**src/rtl/pixel_frame_sequencer.sv**
```systemverilog
// pixel_frame_sequencer
// Frame sequencer for the pixel-sensor array. Each frame runs four phases:
// erase, expose, convert, then a one-hot read of every row in order.
// The block can run a single frame or chain frames back to back.
//
// Ports:
//   clk        - system clock, rising edge
//   reset      - asynchronous, active-high; release is synchronised internally
//   start      - request one frame (only honoured while idle)
//   continuous - sampled on the last read cycle: 1 chains straight into a new frame
//   exp_cycles - exposure length in cycles (0 behaves as 1), latched when a frame starts
//   erase, expose, convert - phase strobes (at most one high at a time)
//   read       - one-hot row read select
//   cnt_en     - tri-state enable for cnt_data onto the shared pixData bus
//   cnt_data   - conversion counter (saturating)
//   read_valid - pixData valid for row read_row on this cycle
//   read_row   - index of the row being read (0 outside the read phase)
//   busy       - high whenever a frame is in progress
//   frame_done - one-cycle pulse on the final read cycle of a frame
module pixel_frame_sequencer #(
    parameter int N_ROWS    = 4,
    parameter int DATA_W    = 8,
    parameter int EXP_W     = 16,
    parameter int ERASE_CYC = 5,
    parameter int CONV_CYC  = 256,
    parameter int READ_CYC  = 2,
    localparam int RW = (N_ROWS > 1) ? $clog2(N_ROWS) : 1
) (
    input  logic              clk,
    input  logic              reset,
    input  logic              start,
    input  logic              continuous,
    input  logic [EXP_W-1:0]  exp_cycles,
    output logic              erase,
    output logic              expose,
    output logic              convert,
    output logic [N_ROWS-1:0] read,
    output logic              cnt_en,
    output logic [DATA_W-1:0] cnt_data,
    output logic              read_valid,
    output logic [RW-1:0]     read_row,
    output logic              busy,
    output logic              frame_done
);

    function automatic int max2(input int a, input int b);
        return (a > b) ? a : b;
    endfunction

    // The phase counter must hold the longest phase, including the largest exposure.
    localparam int PW = max2(max2(EXP_W, $clog2(CONV_CYC + 1)),
                             max2($clog2(ERASE_CYC + 1), $clog2(READ_CYC + 1)));

    function automatic logic [N_ROWS-1:0] row_hot(input logic [RW-1:0] r);
        logic [N_ROWS-1:0] v;
        v    = '0;
        v[r] = 1'b1;
        return v;
    endfunction

    typedef enum logic [2:0] {
        ST_IDLE    = 3'd0,
        ST_ERASE   = 3'd1,
        ST_EXPOSE  = 3'd2,
        ST_CONVERT = 3'd3,
        ST_READ    = 3'd4
    } state_t;

    state_t            state_r;
    logic [PW-1:0]     phase_r;
    logic [EXP_W-1:0]  exp_q_r;
    logic [1:0]        rst_sync_r;
    logic              rst_int_s;
    logic [EXP_W-1:0]  exp_lat_s;
    logic [DATA_W-1:0] cnt_next_s;
    logic [PW-1:0]     phase_inc_s;
    logic [RW-1:0]     next_row_s;
    logic              last_row_s;

    // Reset release synchroniser: assertion is immediate, release waits two clocks.
    always_ff @(posedge clk or posedge reset) begin
        if (reset) begin
            rst_sync_r <= 2'b11;
        end else begin
            rst_sync_r <= {rst_sync_r[0], 1'b0};
        end
    end

    assign rst_int_s = rst_sync_r[1];

    // Helper values for the sequencer: latched exposure, saturating count, row stepping.
    always_comb begin
        exp_lat_s   = (exp_cycles == {EXP_W{1'b0}}) ? EXP_W'(1) : exp_cycles;
        cnt_next_s  = (cnt_data == {DATA_W{1'b1}}) ? cnt_data : cnt_data + DATA_W'(1);
        phase_inc_s = phase_r + PW'(1);
        next_row_s  = read_row + RW'(1);
        last_row_s  = (read_row == RW'(N_ROWS - 1));
    end

    // Frame sequencer FSM; every output is a register updated alongside the state.
    always_ff @(posedge clk or posedge rst_int_s) begin
        if (rst_int_s) begin
            state_r    <= ST_IDLE;
            phase_r    <= '0;
            exp_q_r    <= '0;
            erase      <= 1'b0;
            expose     <= 1'b0;
            convert    <= 1'b0;
            read       <= '0;
            cnt_en     <= 1'b0;
            cnt_data   <= '0;
            read_valid <= 1'b0;
            read_row   <= '0;
            busy       <= 1'b0;
            frame_done <= 1'b0;
        end else begin
            case (state_r)
                ST_IDLE: begin
                    if (start) begin
                        state_r  <= ST_ERASE;
                        phase_r  <= '0;
                        exp_q_r  <= exp_lat_s;
                        erase    <= 1'b1;
                        busy     <= 1'b1;
                        cnt_data <= '0;
                    end else begin
                        state_r <= ST_IDLE;
                    end
                end
                ST_ERASE: begin
                    if (phase_r == PW'(ERASE_CYC - 1)) begin
                        state_r <= ST_EXPOSE;
                        phase_r <= '0;
                        erase   <= 1'b0;
                        expose  <= 1'b1;
                    end else begin
                        phase_r <= phase_inc_s;
                    end
                end
                ST_EXPOSE: begin
                    if (phase_inc_s == PW'(exp_q_r)) begin
                        state_r <= ST_CONVERT;
                        phase_r <= '0;
                        expose  <= 1'b0;
                        convert <= 1'b1;
                        cnt_en  <= 1'b1;
                    end else begin
                        phase_r <= phase_inc_s;
                    end
                end
                ST_CONVERT: begin
                    if (phase_r == PW'(CONV_CYC - 1)) begin
                        state_r    <= ST_READ;
                        phase_r    <= '0;
                        convert    <= 1'b0;
                        cnt_en     <= 1'b0;
                        read       <= row_hot(RW'(0));
                        read_row   <= '0;
                        // Single-cycle row slots are valid (and possibly final) immediately.
                        read_valid <= (READ_CYC == 1);
                        frame_done <= (READ_CYC == 1) && (N_ROWS == 1);
                    end else begin
                        phase_r  <= phase_inc_s;
                        cnt_data <= cnt_next_s;
                    end
                end
                ST_READ: begin
                    if (phase_r == PW'(READ_CYC - 1)) begin
                        phase_r <= '0;
                        if (last_row_s) begin
                            read       <= '0;
                            read_row   <= '0;
                            read_valid <= 1'b0;
                            frame_done <= 1'b0;
                            if (continuous) begin
                                state_r  <= ST_ERASE;
                                exp_q_r  <= exp_lat_s;
                                erase    <= 1'b1;
                                cnt_data <= '0;
                            end else begin
                                state_r <= ST_IDLE;
                                busy    <= 1'b0;
                            end
                        end else begin
                            read_row   <= next_row_s;
                            read       <= row_hot(next_row_s);
                            read_valid <= (READ_CYC == 1);
                            frame_done <= (READ_CYC == 1) && (next_row_s == RW'(N_ROWS - 1));
                        end
                    end else begin
                        phase_r    <= phase_inc_s;
                        read_valid <= (phase_inc_s == PW'(READ_CYC - 1));
                        frame_done <= (phase_inc_s == PW'(READ_CYC - 1)) && last_row_s;
                    end
                end
                default: begin
                    state_r    <= ST_IDLE;
                    phase_r    <= '0;
                    erase      <= 1'b0;
                    expose     <= 1'b0;
                    convert    <= 1'b0;
                    read       <= '0;
                    cnt_en     <= 1'b0;
                    read_valid <= 1'b0;
                    read_row   <= '0;
                    busy       <= 1'b0;
                    frame_done <= 1'b0;
                end
            endcase
        end
    end

endmodule

```
**config.mk**
```make
export PLATFORM = sky130hd
export DESIGN_NAME = pixel_frame_sequencer
export DESIGN_NICKNAME = d
export VERILOG_FILES = /design/src/rtl/pixel_frame_sequencer.sv
export SDC_FILE = /design/constraint.sdc
export NUM_CORES = 1
export LEC_CHECK = 0
export CAP_MARGIN = 40
export CORE_ASPECT_RATIO = 2
export CORE_MARGIN = 2
export CORE_UTILIZATION = 52
export CTS_CLUSTER_SIZE = 12
export DETAILED_ROUTE_END_ITERATION = 6
export PLACE_DENSITY = 0.77
export SYNTH_ARGS = -nofsm -noshare
export SYNTH_HDL_FRONTEND = slang
export SYNTH_SLANG_ARGS = --single-unit
```
**constraint.sdc**
```tcl
create_clock -name clk -period 1.67 [get_ports clk]
set_input_delay 0.167 -clock clk [delete_from_list [all_inputs] [get_ports clk]]
set_output_delay 0.167 -clock clk [all_outputs]
set_load 0.005 [all_outputs]
```
==> impl_results.md, run 1 <==
- Number of antenna violations at the first check in global routing: 0
- Synth Area per Inst: 9.001 um^2
- Largest net degree at the start of global routing: between 50 and 60
- Tcrit/Tclk final: 1.741
- # rows: 45
- Cell breakdown of the critical path: buf_6 > nor4_4 > nand2_2 > nor4_4 > and3b_2 > buf_6 > o211ai_4 > buf_6 > buf_4 > o21ai_1 > o31ai_4
- Dominant cell by count in the synthesized netlist: sky130_fd_sc_hd__dfrtp_1
- Max FO, Critical Path: 4
- Worst hold slack: 0.1548 ns
- Leading post-synthesis cells by cell area: sky130_fd_sc_hd__dfrtp_1, sky130_fd_sc_hd__o21ai_0, sky130_fd_sc_hd__nand2_1
- Mean routed wirelength per cell: about 24 um
- Post-detailed-placement cell area: 5504 um^2
- Upper clock frequency limit: 344.0 MHz
- Tightest Hold Check Type: in -> async
- Clock buffers created by TritonCTS: 9
- Total die area: 8354 um^2
- Family with the most delay on the worst path: simple AND/OR/NAND/NOR gates
- Switching power as a share of total power: 0.4153
- Part of the power in the clock network: 0.162
- Leakage power: 3.070 nW
- Die Span Y: 127.3 um
- Via count of the first global-routing pass: 4564
- Maximum root-to-sink buffer count: 2
- Library cell occupying the most area in the post-synthesis netlist: sky130_fd_sc_hd__dfrtp_1
- Cells after Synth: 439
- Critical path capture point type: flip-flop
- Headroom to the max-slew limit: 0.6316
- Cell with the largest stage delay on the worst path: sky130_fd_sc_hd__nor4_4
- Switching power: 4.380 mW
- Combinational power share: 0.625
- CTS tree: yes
- Most used cell along the critical path: sky130_fd_sc_hd__buf_6
- Area share of the largest cell type after synthesis: 0.3483
- Root buffer cell: sky130_fd_sc_hd__clkbuf_16
- Placed insts: ~680
- Number of failing hold endpoints at the final stage: 0
- Total nets after synthesis: ~470
- HPWL reported at the end of detailed placement: just under 9000 um
- Aggregate global routing overflow: 0
- Max VDD drop: approximately 0.0014 V
- Total Wirelength: 17920 um
- Internal: 6.166 mW
- Horizontal die dimension: 65.64 um
- Number of enable flip-flop cells after synthesis: 0
- Total design power: approximately 11 mW
- Worst R2R Path Depth: 11
- First-pass DRT Iterations: 6
- Area of all placed cells without fillers: 6603 um^2
- Result of the run: finished, violations left
- Post-synthesis cell type count: 69
- Post-synthesis sequential element count: 57
- Cell area after synthesis: 3951 um^2
- CORE AREA: 7488 um^2
- Port Buf Inserts: 40
- Net count reported at finish: 671
- Crit-path max cell delay: 0.45 ns
- Level count of the clock H-tree: 3
- Setup-violating endpoint count in the final report: 55
- Classification of the worst setup path: reg -> reg
- Number of standard cells in the final layout excluding fillers: 741
- Async set-or-reset flop fraction in the synthesized netlist: 1.000
- Combined flip-flop and latch cell area: ~1400 um^2
- Worst slew pin tran: 0.5500 ns
- Most frequent cells after synthesis: sky130_fd_sc_hd__dfrtp_1, sky130_fd_sc_hd__nand2_1, sky130_fd_sc_hd__nor2_1, sky130_fd_sc_hd__o21ai_0
- Antenna diode count: 0
- Final Max Slew Viols: 0
- GPL Wtd Cong: 0.9991
- Routed Antenna Nets: 0
- Proportion of layout cells with a drive suffix above 1: 0.4915
- Buf+Inv Stages, Crit Path: 4
- Starting utilization of the core area: 0.5277
- Multi-input combinational cell area: 2838 um^2
- Number of logic stages on the critical path including buffering: 11
- RSZ-0062 raised after global routing: yes
- Arrival @ worst endpoint: 3.12 ns
- Violated checks: negative setup slack
- Clock transition at the register clock pins on the worst setup and hold paths after CTS: approximately 0.050 ns
- Total via count after detailed routing: 4864
- Number of placed I/O pins: 41
- Insertion delay of the later-clocked pin in the worst-skew pair: between 0.3 and 0.4 ns
- Layout Area Growth over Synthesis: 67.10%
- Main flop type after synthesis: sky130_fd_sc_hd__dfrtp_1
- Worst-case clock skew: 0.004143 ns
- Register share of total power: 0.212
- Startpoint kind of the worst setup timing path: flip-flop
- Detailed-route DRC error count: 0
- Reported max-cap violation count: 0
- Combined global-route utilization of all metal layers: 0.3763
- Initial DRC count: 630
- Fillcell total: 332
- Total number of yosys warnings: 0
- Required time reported for the critical path endpoint: 1.88 ns
- Total power density per cell area: 1597 nW/um^2
- Fraction of the yosys area taken by sequential cells: 0.3616
- First-pass GRT wire length: 23690 um
- Vias per cell: about 6.6
- Clock sinks: 57
- Final period demand of the worst path: 2.907 ns
- Setup ws final: -1.237 ns
==> cell families (layout without fill, tap and decap cells) <==
logic type | after synthesis | count (layout) | synth area share
AO/OA/AOI/OAI | 101 | 101 | 0.1659
XOR/XNOR | 23 | 23 | 0.05098
adder cells (fa/ha/maj) | 10 | 10 | 0.03103
buffers and inverters | 45 | 251 | 0.06301
flip-flops | 57 | 57 | 0.3616
multiplexers | 23 | 23 | 0.07156
other | 1 | 1 | 0.0009491
AND/OR/NAND/NOR | 179 | 181 | 0.2549
==> cell type report <==
| type | count | area share |
|---|---|---|
| clock inverters | 5 | 0.004738 |
| flip-flops and latches | 57 | 0.2181 |
| multi-input cells | 339 | 0.4298 |
| well taps | 94 | 0.01781 |
| repair buffers | 221 | 0.2843 |
| inverters | 14 | 0.008528 |
| clock buffers | 11 | 0.03676 |
==> cell usage in the layout (no fill, tap or decap), drive strengths merged, types with 7 or more instances in the layout <==
cell and count:
a21oi 10, clkdlybuf4s50 40, xor2 7, nand2 43, o22ai 10, nor3 12, mux2 21, ha 9
a31oi 7, o21ai 40, nand4 9, o211ai 9, buf 181, nor2 36, nor4 11, nand2b 9
clkbuf 11, nand3 17, inv 13, and3 8, xnor2 16, dfrtp 55
==> repair_timing <==
item                                    CTS  global route
hold buffers                              0             0
hold endpoints to repair                  0             0
cloned                                    1             1
resized for setup                        53            57
setup buffers                            22            28
endpoints found under the setup margin   55            55
pin swaps                                26            27
==> path summary, 6_finish.rpt <==
kind                                    startpoint                 endpoint  slack (ns)
max                         phase_r[9]$_DFFE_PP0N_  cnt_data[6]$_DFFE_PP0P_       -1.24
min                                          reset  rst_sync_r[0]$_DFF_PP1_        0.15
max reg2reg                 phase_r[9]$_DFFE_PP0N_  cnt_data[6]$_DFFE_PP0P_       -1.24
min reg2reg                rst_sync_r[1]$_DFF_PP1_  exp_q_r[10]$_DFFE_PP0P_        0.33
max in group asynchronous  rst_sync_r[1]$_DFF_PP1_   phase_r[1]$_DFFE_PP0N_        1.05
min in group clk           rst_sync_r[0]$_DFF_PP1_  rst_sync_r[1]$_DFF_PP1_        0.36
==> through the flow <==
stage	TNS (ns)	util	setup slack [ns]
after CTS	-36.11	0.8232	-0.7573
after global routing	-61.18	0.8817	-1.249
final	-58.68	0.8817	-1.237
after floorplan	-28.46	-	-0.6451
after global placement	-40.98	0.7350	-0.9478
after detailed placement	-44.68	0.7350	-0.9789
==> worst reg2reg max path, stage by stage (launching register included) <==
cell and delay, ns:
sky130_fd_sc_hd__dfrtp_1 0.43, sky130_fd_sc_hd__buf_6 0.15, sky130_fd_sc_hd__nor4_4 0.30, sky130_fd_sc_hd__nand2_2 0.17
sky130_fd_sc_hd__nor4_4 0.45, sky130_fd_sc_hd__and3b_2 0.30, sky130_fd_sc_hd__buf_6 0.12, sky130_fd_sc_hd__o211ai_4 0.14
sky130_fd_sc_hd__buf_6 0.17, sky130_fd_sc_hd__buf_4 0.13, sky130_fd_sc_hd__o21ai_1 0.29, sky130_fd_sc_hd__o31ai_4 0.12
==> power groups by stage <==
stage | clock (mW) | combinational, mW | sequential, mW
2_1_floorplan | 0 | 3.03 | 2.10
6_report | 1.71 | 6.60 | 2.24
4_1_cts | 1.70 | 5.26 | 2.17
5_1_grt | 1.77 | 6.90 | 2.26
3_5_place_dp | 0 | 4.68 | 2.16
3_3_place_gp | 0 | 4.59 | 2.14
==> per-layer routing <==
| layer | part of all wire | track usage | vias to the layer above |
|---|---|---|---|
| met1 | 0.33 | 0.4217 | 2308 |
| met5 | 0 | 0 | - |
| li1 | - | - | 2007 |
| met2 | 0.48 | 0.6346 | 393 |
| met4 | 0.097 | 0.2414 | 0 |
| met3 | 0.086 | 0.07130 | 156 |
==> flip-flops by register name, summed over array words and instances (netlist names) <==
signal and cells:
phase_r 16, frame_done 1, cnt_data 8, cnt_en 1, state_r 3, erase 1
read 4, expose 1, exp_q_r 16, rst_sync_r 2, read_valid 1, busy 1
read_row 2
Note: power is estimated with default switching activity, not from simulation.
==> inputs of run 2 (changes only) <==
Settings changed: CORE_ASPECT_RATIO 2 to 0.8, CORE_UTILIZATION 52 to 58, GPL_ROUTABILITY_DRIVEN set to 0, PLACE_DENSITY 0.77 to 0.81.
Clock period 1.67 ns to 2.9 ns, I/O delays scaled along.
==> run 2 against run 1 <==
The flow now finishes without violations. Highest routed layer unchanged. Clock-buffer cell count fell by 2. Total power fell by 60%. Combinational power fell by 68%. Critical path depth rose by 1. Core utilization fell by 14 points. Clock power fell by 49%. Sequential cell count did not move. Worst hold slack improved by 0.0090 ns. Final cell count fell by 22%.
==> impl_results.md, run 2 (synthesis results as in run 1) <==
- Clock sinks: 57 (unchanged)
- Reported max-cap violation count: 0 (unchanged)
- Startpoint kind of the worst setup timing path: flip-flop (unchanged)
- Root buffer cell: sky130_fd_sc_hd__clkbuf_8 (was sky130_fd_sc_hd__clkbuf_16)
- Die Span Y: 77.83 um (was 127.3 um)
- First-pass GRT wire length: 17150 um (was 23690 um)
- Via count of the first global-routing pass: 3490 (was 4564)
- Arrival @ worst endpoint: 3.01 ns (was 3.12 ns)
- Initial DRC count: 444 (was 630)
- Critical path capture point type: flip-flop (unchanged)
- Aggregate global routing overflow: 0 (unchanged)
- Clock transition at the register clock pins on the worst setup and hold paths after CTS: 0.08 ns (was 0.05 ns)
- Insertion delay of the later-clocked pin in the worst-skew pair: 0.35 ns (was 0.34 ns)
- Routed Antenna Nets: 0 (unchanged)
- Crit-path max cell delay: 0.39 ns (was 0.45 ns)
- Horizontal die dimension: 96.28 um (was 65.64 um)
- Number of placed I/O pins: 41 (unchanged)
- Headroom to the max-slew limit: 0.5999 (was 0.6316)
- Combined flip-flop and latch cell area: 1429 um^2 (was 1440 um^2)
- Fillcell total: 470 (was 332)
- Cell breakdown of the critical path: buf_4 > inv_1 > ha_1 > xnor2_1 > o211ai_1 > a211oi_2 > o2111ai_2 > nor4_4 > a21oi_4 > buf_4 > o21ai_0 > o211ai_1 (was buf_6 > nor4_4 > nand2_2 > nor4_4 > and3b_2 > buf_6 > o211ai_4 > buf_6 > buf_4 > o21ai_1 > o31ai_4)
- Largest net degree at the start of global routing: 26 (was 56)
- Mean routed wirelength per cell: 18.40 um (was 24.19 um)
- Setup ws final: 0.1052 ns (was -1.237 ns)
- Total die area: 7493 um^2 (was 8354 um^2)
- Worst-case clock skew: 0.01097 ns (was 0.004143 ns)
- First-pass DRT Iterations: 5 (was 6)
- Worst hold slack: 0.1637 ns (was 0.1548 ns)
- Total power density per cell area: 893.4 nW/um^2 (was 1597 nW/um^2)
- Max FO, Critical Path: 8 (was 4)
- Max VDD drop: 0.0005965 V (was 0.001392 V)
- Number of antenna violations at the first check in global routing: 0 (unchanged)
- Post-Place Setup Slack: -0.05219 ns (was -0.9789 ns)
- Proportion of layout cells with a drive suffix above 1: 0.1842 (was 0.4915)
- Registers with the most flip-flops: exp_q_r: 16 flops, phase_r: 16 flops, cnt_data: 8 flops (unchanged)
- CORE AREA: 6474 um^2 (was 7488 um^2)
- CTS tree: yes (unchanged)
- Tightest Hold Check Type: reg -> async (was in -> async)
- Port Buf Inserts: 40 (unchanged)
- Number of hold buffers added after CTS: 0 (unchanged)
- # rows: 26 (was 45)
- Combined global-route utilization of all metal layers: 0.3016 (was 0.3763)
- Antenna diode count: 0 (unchanged)
- Final Max Slew Viols: 0 (unchanged)
- Number of failing hold endpoints at the final stage: 0 (unchanged)
- Total Wirelength: 10630 um (was 17920 um)
- Layout Area Growth over Synthesis: 20.87% (was 67.10%)
- Detailed-route DRC error count: 0 (unchanged)
- Vias per cell: 6.344 (was 6.564)
- Tcrit/Tclk final: 0.9637 (was 1.741)
- Family with the most delay on the worst path: compound AO/OA/AOI/OAI gates (was simple AND/OR/NAND/NOR gates)
- Final period demand of the worst path: 2.795 ns (was 2.907 ns)
- Cell with the largest stage delay on the worst path: sky130_fd_sc_hd__dfrtp_1 (was sky130_fd_sc_hd__nor4_4)
- Multi-input combinational cell area: 2312 um^2 (was 2838 um^2)
- Net count reported at finish: 518 (was 671)
- Buf+Inv Stages, Crit Path: 3 (was 4)
- Required time reported for the critical path endpoint: 3.12 ns (was 1.88 ns)
- Starting utilization of the core area: 0.6104 (was 0.5277)
- Upper clock frequency limit: 357.8 MHz (was 344.0 MHz)
- Total via count after detailed routing: 3667 (was 4864)
- Level count of the clock H-tree: 3 (unchanged)
- Leakage power: 2.041 nW (was 3.070 nW)
- Result of the run: finished clean (was finished, violations left)
- HPWL reported at the end of detailed placement: 7826 um (was 8914 um)
- Maximum root-to-sink buffer count: 2 (unchanged)
- Setup-violating endpoint count in the final report: 0 (was 55)
- Worst slew pin tran: 0.5973 ns (was 0.5500 ns)
- Clock buffers created by TritonCTS: 9 (unchanged)
- Most common library cell in the layout ignoring fill and taps: sky130_fd_sc_hd__dfrtp_1 (was sky130_fd_sc_hd__buf_4)
- Highest-count cells in the layout ignoring fill and taps: sky130_fd_sc_hd__dfrtp_1, sky130_fd_sc_hd__nand2_1, sky130_fd_sc_hd__clkdlybuf4s50_1 (was sky130_fd_sc_hd__buf_4, sky130_fd_sc_hd__dfrtp_1, sky130_fd_sc_hd__clkdlybuf4s50_1)
- Classification of the worst setup path: reg -> reg (unchanged)
run 2: area by class of cell:
| type | count | share of cell area |
|---|---|---|
| inverter | 14 | 0.01100 |
| clock inverter | 7 | 0.02148 |
| timing repair buffer | 70 | 0.1362 |
| sequential | 57 | 0.2992 |
| clock buffer | 9 | 0.02594 |
| tap | 84 | 0.02201 |
| multi-input combinational | 337 | 0.4842 |
run 2: report_power, final:
| group | total, mW | switching (mW) | leakage (nW) | internal (mW) |
|---|---|---|---|---|
| combinational | 2.10 | 1.10 | 1.19 | 1.00 |
| clock | 0.869 | 0.377 | 0.110 | 0.492 |
| sequential | 1.30 | 0.280 | 0.737 | 1.02 |
run 2: metal layers:
layer / track usage / share of wire / routed length (um) / vias to the layer above
met5: 0 / 0 / 0 / -
met4: 0.1100 / 0.016 / 167 / 0
met3: 0.07670 / 0.080 / 854 / 18
met2: 0.4285 / 0.44 / 4696 / 179
met1: 0.4400 / 0.46 / 4915 / 1776
li1: - / - / - / 1694
run 2: what timing repair did:
action,CTS,global route
setup buffers,0,2
pin swaps,0,6
gates resized for setup,1,8
setup endpoints to repair,1,32
run 2: stage by stage:
| step | power [mW] | std cells | utilization | TNS (ns) | area [um^2] |
|---|---|---|---|---|---|
| floorplan | 2.672 | 439 | - | 0 | 3951 |
| global placement | 3.205 | 560 | 0.6925 | 0 | 4483 |
| detailed placement | 3.287 | 560 | 0.6925 | -0.05219 | 4483 |
| CTS | 4.167 | 576 | 0.7277 | 0 | 4711 |
| global route | 4.516 | 578 | 0.7377 | -0.005598 | 4776 |
| finish | 4.267 | 578 | 0.7377 | 0 | 4776 |
run 2: worst paths after layout:
check	slack (ns)	end	cells past startpoint	start
worst max register to register	0.11	phase_r[13]$_DFFE_PP0N_	12	phase_r[1]$_DFFE_PP0N_
worst min register to register	0.16	phase_r[0]$_DFFE_PP0N_	1	rst_sync_r[1]$_DFF_PP1_
worst max-delay path	0.11	phase_r[13]$_DFFE_PP0N_	12	phase_r[1]$_DFFE_PP0N_
worst min-delay path	0.16	phase_r[0]$_DFFE_PP0N_	1	rst_sync_r[1]$_DFF_PP1_
min in group clk	0.36	rst_sync_r[1]$_DFF_PP1_	0	rst_sync_r[0]$_DFF_PP1_
max in group asynchronous	2.11	phase_r[13]$_DFFE_PP0N_	2	rst_sync_r[1]$_DFF_PP1_
